--- config.mk ---
export PLATFORM = sky130hd
export DESIGN_NAME = store_buffer_drain_ctrl
export DESIGN_NICKNAME = d
export VERILOG_FILES = /design/src/rtl/store_buffer_drain_ctrl_pkg.sv /design/src/rtl/store_buffer_drain_ctrl_occupancy.sv /design/src/rtl/store_buffer_drain_ctrl.sv
export SDC_FILE = /design/constraint.sdc
export NUM_CORES = 1
export LEC_CHECK = 0
export CELL_PAD_IN_SITES_DETAIL_PLACEMENT = 2
export CELL_PAD_IN_SITES_GLOBAL_PLACEMENT = 2
export CORE_MARGIN = 1
export CORE_UTILIZATION = 26
export CTS_CLUSTER_SIZE = 12
export DETAILED_ROUTE_END_ITERATION = 16
export PLACE_DENSITY = 0.89
export SYNTH_ARGS = -nofsm -noshare
export SYNTH_HDL_FRONTEND = slang
export SYNTH_SLANG_ARGS = --single-unit
--- constraint.sdc ---
create_clock -name i_clock -period 3.3 [get_ports i_clock]
set_clock_uncertainty 0.15 [all_clocks]
set_input_delay 0.33 -clock i_clock [delete_from_list [all_inputs] [get_ports i_clock]]
set_output_delay 0.33 -clock i_clock [all_outputs]
set_load 0.02 [all_outputs]
--- src/rtl/store_buffer_drain_ctrl_pkg.sv ---
// Shared types for the D-cache store buffer drain path.
// Holds the store buffer entry layout, depth constant and drain FSM state encoding.
package store_buffer_drain_ctrl_pkg;

  localparam int DCACHE_ST_BUFFER_NUM_ENTRIES = 8;
  localparam int DCACHE_ST_BUFFER_ADDR_W      = 32;
  localparam int DCACHE_ST_BUFFER_DATA_W      = 32;
  localparam int DCACHE_ST_BUFFER_BE_W        = DCACHE_ST_BUFFER_DATA_W / 8;

  typedef struct packed {
    logic [DCACHE_ST_BUFFER_ADDR_W-1:0] addr;
    logic [DCACHE_ST_BUFFER_DATA_W-1:0] data;
    logic [DCACHE_ST_BUFFER_BE_W-1:0]   be;
  } store_buffer_t;

  typedef enum logic [1:0] {
    IDLE  = 2'd0,
    ISSUE = 2'd1,
    REQ   = 2'd2,
    WAIT  = 2'd3
  } drain_state_t;

endpackage

--- src/rtl/store_buffer_drain_ctrl_occupancy.sv ---
// Store buffer occupancy: one increment and two decrement sources per cycle.
// Bounds are assertion-guarded; the count never wraps in legal operation.
module sb_occupancy_counter #(
  parameter int NUM_ENTRIES = 8,
  parameter int OCC_WIDTH   = $clog2(NUM_ENTRIES + 1)
) (
  input  logic                 i_clock,
  input  logic                 i_reset,
  input  logic                 i_inc,
  input  logic                 i_dec_a,
  input  logic                 i_dec_b,
  output logic [OCC_WIDTH-1:0] o_occ
);

  localparam logic [OCC_WIDTH:0] L_MAX = (OCC_WIDTH + 1)'(NUM_ENTRIES);

  logic [OCC_WIDTH-1:0] r_occ;
  logic [OCC_WIDTH:0]   w_up;
  logic [OCC_WIDTH:0]   w_down;
  logic [OCC_WIDTH:0]   w_next;

  assign w_up   = {1'b0, r_occ} + {{OCC_WIDTH{1'b0}}, i_inc};
  assign w_down = {{OCC_WIDTH{1'b0}}, i_dec_a} + {{OCC_WIDTH{1'b0}}, i_dec_b};
  assign w_next = w_up - w_down;

  always_ff @(posedge i_clock or negedge i_reset) begin
    if (!i_reset) r_occ <= '0;
    else          r_occ <= w_next[OCC_WIDTH-1:0];
  end

  assign o_occ = r_occ;

  a_no_underflow: assert property (@(posedge i_clock) disable iff (!i_reset) w_up >= w_down);
  a_no_overflow:  assert property (@(posedge i_clock) disable iff (!i_reset) w_next <= L_MAX);

endmodule

--- src/rtl/store_buffer_drain_ctrl.sv ---
// Decides when to pop the oldest store buffer entry and writes it into the D-cache.
// Drains opportunistically on pipeline idle, forcibly when full, and completely on flush.
//
// state | meaning
// IDLE  | no write in flight; waiting for a drain trigger with the pipeline free
// ISSUE | one-cycle pop of the oldest entry; payload captured
// REQ   | write request held valid until the cache accepts it
// WAIT  | request accepted; waiting for the write completion
module store_buffer_drain_ctrl
  import store_buffer_drain_ctrl_pkg::*;
#(
  parameter int NUM_ENTRIES    = DCACHE_ST_BUFFER_NUM_ENTRIES,
  parameter int IDLE_THRESHOLD = 4,
  parameter int OCC_WIDTH      = $clog2(NUM_ENTRIES + 1)
) (
  input  logic                 i_clock,
  input  logic                 i_reset,
  input  logic                 i_sb_push_valid,
  input  logic                 i_sb_search_remove,
  output logic                 o_sb_get_oldest,
  input  store_buffer_t        i_sb_oldest_info,
  input  logic                 i_pipe_busy,
  output logic                 o_stall_push,
  input  logic                 i_flush_req,
  output logic                 o_flush_done,
  output logic                 o_wr_req_valid,
  output store_buffer_t        o_wr_req_info,
  input  logic                 i_wr_req_ready,
  input  logic                 i_wr_rsp_valid,
  output logic [OCC_WIDTH-1:0] o_sb_occupancy
);

  localparam int                   IDLE_W     = $clog2(IDLE_THRESHOLD + 1);
  localparam logic [IDLE_W-1:0]    L_IDLE_MAX = IDLE_W'(IDLE_THRESHOLD);
  localparam logic [OCC_WIDTH-1:0] L_FULL     = OCC_WIDTH'(NUM_ENTRIES);

  drain_state_t         r_state;
  drain_state_t         w_next_state;
  logic [IDLE_W-1:0]    r_idle_cnt;
  logic                 r_flush_pending;
  logic                 r_flush_done;
  store_buffer_t        r_wr_req_info;
  logic [OCC_WIDTH-1:0] w_occ;
  logic                 w_full;
  logic                 w_trigger;
  logic                 w_flush_fire;
  logic                 w_get_oldest;
  logic                 w_wr_req_valid;

  sb_occupancy_counter #(
    .NUM_ENTRIES (NUM_ENTRIES),
    .OCC_WIDTH   (OCC_WIDTH)
  ) u_occ (
    .i_clock (i_clock),
    .i_reset (i_reset),
    .i_inc   (i_sb_push_valid),
    .i_dec_a (w_get_oldest),
    .i_dec_b (i_sb_search_remove),
    .o_occ   (w_occ)
  );

  assign w_full    = (w_occ == L_FULL);
  assign w_trigger = (w_occ != '0) && ((r_idle_cnt == L_IDLE_MAX) || w_full || r_flush_pending);

  // A same-cycle flush_req counts as pending so an empty-buffer flush completes one cycle later.
  assign w_flush_fire = (r_flush_pending || i_flush_req) && (w_occ == '0) &&
                        !i_sb_push_valid && (r_state == IDLE);

  always_comb begin
    w_next_state   = r_state;
    w_get_oldest   = 1'b0;
    w_wr_req_valid = 1'b0;
    case (r_state)
      IDLE:  if (w_trigger && !i_pipe_busy) w_next_state = ISSUE;
      ISSUE: begin
        w_get_oldest = 1'b1;
        w_next_state = REQ;
      end
      REQ: begin
        w_wr_req_valid = 1'b1;
        if (i_wr_req_ready) w_next_state = i_wr_rsp_valid ? IDLE : WAIT;
      end
      WAIT:  if (i_wr_rsp_valid) w_next_state = IDLE;
      default: w_next_state = IDLE;
    endcase
  end

  always_ff @(posedge i_clock or negedge i_reset) begin
    if (!i_reset) begin
      r_state         <= IDLE;
      r_idle_cnt      <= '0;
      r_flush_pending <= 1'b0;
      r_flush_done    <= 1'b0;
      r_wr_req_info   <= '0;
    end else begin
      r_state <= w_next_state;
      if (i_pipe_busy)                    r_idle_cnt <= '0;
      else if (r_idle_cnt != L_IDLE_MAX)  r_idle_cnt <= r_idle_cnt + 1'b1;
      r_flush_pending <= w_flush_fire ? 1'b0 : (r_flush_pending || i_flush_req);
      r_flush_done    <= w_flush_fire;
      if (r_state == ISSUE) r_wr_req_info <= i_sb_oldest_info;
    end
  end

  assign o_sb_get_oldest = w_get_oldest;
  assign o_wr_req_valid  = w_wr_req_valid;
  assign o_wr_req_info   = r_wr_req_info;
  assign o_flush_done    = r_flush_done;
  assign o_stall_push    = w_full && (r_state != ISSUE);
  assign o_sb_occupancy  = w_occ;

endmodule

==> impl_metrics.json <==
{
  "cts-buffers-inserted": 9,
  "min-delay-path-class": "input pin to asynchronous set/reset pin",
  "cp-end-kind": "output port",
  "p_leak_nw": 2.15,
  "fin_crit_sh": 0.810,
  "power.density_nw_per_um2": 1070,
  "worstPathMaxFanout": 39,
  "die_y_um": 113,
  "io_buffers": 151,
  "p_int_mw": 3.49,
  "worst_slew_pin_slew_ns": 1.03,
  "totalWireLength_um": 8950,
  "holdBufCountCts": 0,
  "clock_sinks": 79,
  "instances_no_fill": 516,
  "p_switching_mw": 1.96,
  "finish.net_count": 452,
  "overflow": 0,
  "ir_drop_uv": 407,
  "synth_seq_cells": 79,
  "synth_area_per_cell_um2": 15.4,
  "synth_cell_types": 26,
  "max_freq_ghz": 0.374,
  "ys_seq_area_frac": 0.616,
  "pwr-share-comb": 0.515,
  "via_per_inst": 4.41,
  "crit_arrival_ns": 2.19,
  "io_pins": 152,
  "drcViolationCount": 0,
  "initial_core_util": 0.267,
  "vias": 2273,
  "clkTransAtPathRegs_ns": 0.06,
  "drt-wirelength-per-cell_um": 17.3,
  "track_usage": 0.148,
  "first_global_vias": 2641,
  "synth_nets": 295,
  "setup_violations": 0,
  "yosysWarnings": 0,
  "htreeDepth": 3,
  "power_mw": 5.45,
  "clock_latency_ns": 0.34,
  "gp_congestion": 0.648,
  "diodes": 0,
  "report.final.slew_viol_count": 0,
  "dp.cells": 501,
  "syn_to_final_growth_pct": 59.6,
  "whs_ns": 0.00942,
  "firstDrtPassIters": 3,
  "cts_tree": "built",
  "slew_headroom": 0.313,
  "synthCells": 208,
  "drt_iter0_markers": 52,
  "period_needed_ns": 2.67,
  "fp-row-count": 40,
  "power.clock.fraction": 0.166,
  "critPathMaxStageDelay_ns": 0.71,
  "grt_first_pass_wirelength_um": 14100,
  "cts_setup_buffers": 0,
  "criticalPathCategory": "flip-flop to output port",
  "final_cell_mix": "150 x clkdlybuf4s50_1, 79 x dfrtp_1, 59 x mux2_2, 11 x inv_1, 10 x ha_1",
  "tns_ns": 0,
  "final_common_cell": "clkdlybuf4s50_1",
  "timing_hold_violations_final": 0,
  "synth_area_um2": 3210,
  "cts_root_buf": "clkbuf_16",
  "power_switching_share": 0.359,
  "crit_path_cell_trace": "inv_2, nand2_4, inv_4, buf_4, clkdlybuf4s50_1",
  "cap_violations": 0,
  "startpoint_type": "flip-flop",
  "core-area_um2": 12000,
  "status": "finished clean",
  "clock_path_buffers": 2,
  "cp_data_required_time_ns": 2.82,
  "grt_setup_unrepaired": "no",
  "cts_resized": 0,
  "seqPwrFrac": 0.319,
  "die_area_um2": 12800,
  "antenna_left": 0,
  "critical_path.slowest_cell": "clkdlybuf4s50_1",
  "final_layout_size_suffix_gt1_frac": 0.236,
  "die_w_um": 113,
  "antenna_found_initial": 0,
  "grt_max_degree": 80,
  "dp_hpwl_um": 6740
}
==> power by group through the flow <==
stage / Clock (mW) / Combinational [mW] / Sequential (mW)
global placement: 0 / 2.76 / 1.72
CTS: 0.949 / 2.87 / 1.76
global route: 0.978 / 3.01 / 1.81
finish: 0.903 / 2.81 / 1.74
floorplan: 0 / 1.01 / 2.28
detailed placement: 0 / 2.86 / 1.77
==> critical path, delay by kind of cell, from the launching register on <==
family / cells / cell delay, ns
buf+inv: 4 / 1.34
flops: 1 / 0.42
simple gates: 1 / 0.07
==> per-layer routing <==
layer,track usage,vias to the layer above,share of wire
met5,0,-,0
met4,0.0684,0,0.019
met3,0.0573,10,0.088
met2,0.260,108,0.51
met1,0.157,1126,0.38
li1,-,1029,-
==> logic make-up (layout without fill, tap and decap cells) <==
| family | count (synthesis) | count (layout) | share of synthesized area |
|---|---|---|---|
| xor+xnor | 3 | 3 | 0.00820 |
| simple gates | 19 | 19 | 0.0269 |
| buf+inv | 20 | 181 | 0.0359 |
| fa+ha+maj | 11 | 11 | 0.0453 |
| flops | 79 | 79 | 0.616 |
| mux | 68 | 68 | 0.249 |
| compound gates | 8 | 8 | 0.0179 |
==> synthesized netlist by cell type <==
master / instances / area, µm²
dfrtp_1: 79 / 1980
mux2_2: 59 / 664
inv_1: 11 / 41.3
ha_1: 10 / 125
mux2_4: 9 / 135
nor2_1: 8 / 30.0
buf_4: 5 / 37.5
nand2_1: 5 / 18.8
a21oi_1: 2 / 10.0
nand3_1: 2 / 10.0
nor3_1: 2 / 10.0
xnor2_1: 2 / 17.5
a2111o_1: 1 / 11.3
a21o_1: 1 / 7.51
a221oi_1: 1 / 8.76
a31oi_1: 1 / 6.26
and3_1: 1 / 6.26
buf_6: 1 / 11.3
buf_8: 1 / 15.0
fa_1: 1 / 20.0
inv_2: 1 / 3.75
inv_4: 1 / 6.26
nand2_4: 1 / 11.3
o21ai_0: 1 / 5.00
o32ai_1: 1 / 8.76
xor2_1: 1 / 8.76
==> final timing paths <==
path | start | endpoint | slack (ns) | depth (start not counted)
max in group asynchronous | i_reset | r_idle_cnt[0] | 2.32 | 1
worst max register to register | r_state[0] | u_occ.o_occ[2] | 1.06 | 9
worst min-delay path | i_reset | o_wr_req_info[62] | 0.009 | 1
worst max-delay path | r_state[1] | o_sb_get_oldest | 0.63 | 5
min in group i_clock | o_wr_req_info[65] | o_wr_req_info[65] | 0.35 | 1
worst min register to register | o_wr_req_info[65] | o_wr_req_info[65] | 0.35 | 1
==> through the flow <==
stage                util  setup WS [ns]  area, µm²
floorplan               -          0.891       3210
global placement    0.404          0.957       4850
detailed placement  0.404          0.890       4850
CTS                 0.426          0.585       5120
global route        0.426          0.492       5120
finish              0.426          0.628       5120
==> registers in the layout, indices dropped and copies added (netlist names) <==
| register | count |
|---|---|
| o_flush_done | 1 |
| o_wr_req_info | 68 |
| r_flush_pending | 1 |
| r_idle_cnt | 3 |
| r_state | 2 |
| u_occ.o_occ | 4 |
==> final cells by class <==
class | instances | area, µm²
Clock buffer | 12 | 246
Clock inverter | 3 | 20.0
Fill cell | 1200 | 6890
Inverter | 13 | 51.3
Multi-Input combinational cell | 109 | 1110
Sequential cell | 79 | 1980
Tap cell | 147 | 184
Timing Repair Buffer | 153 | 1520
No activity file was read; power rests on OpenSTA's default activity.
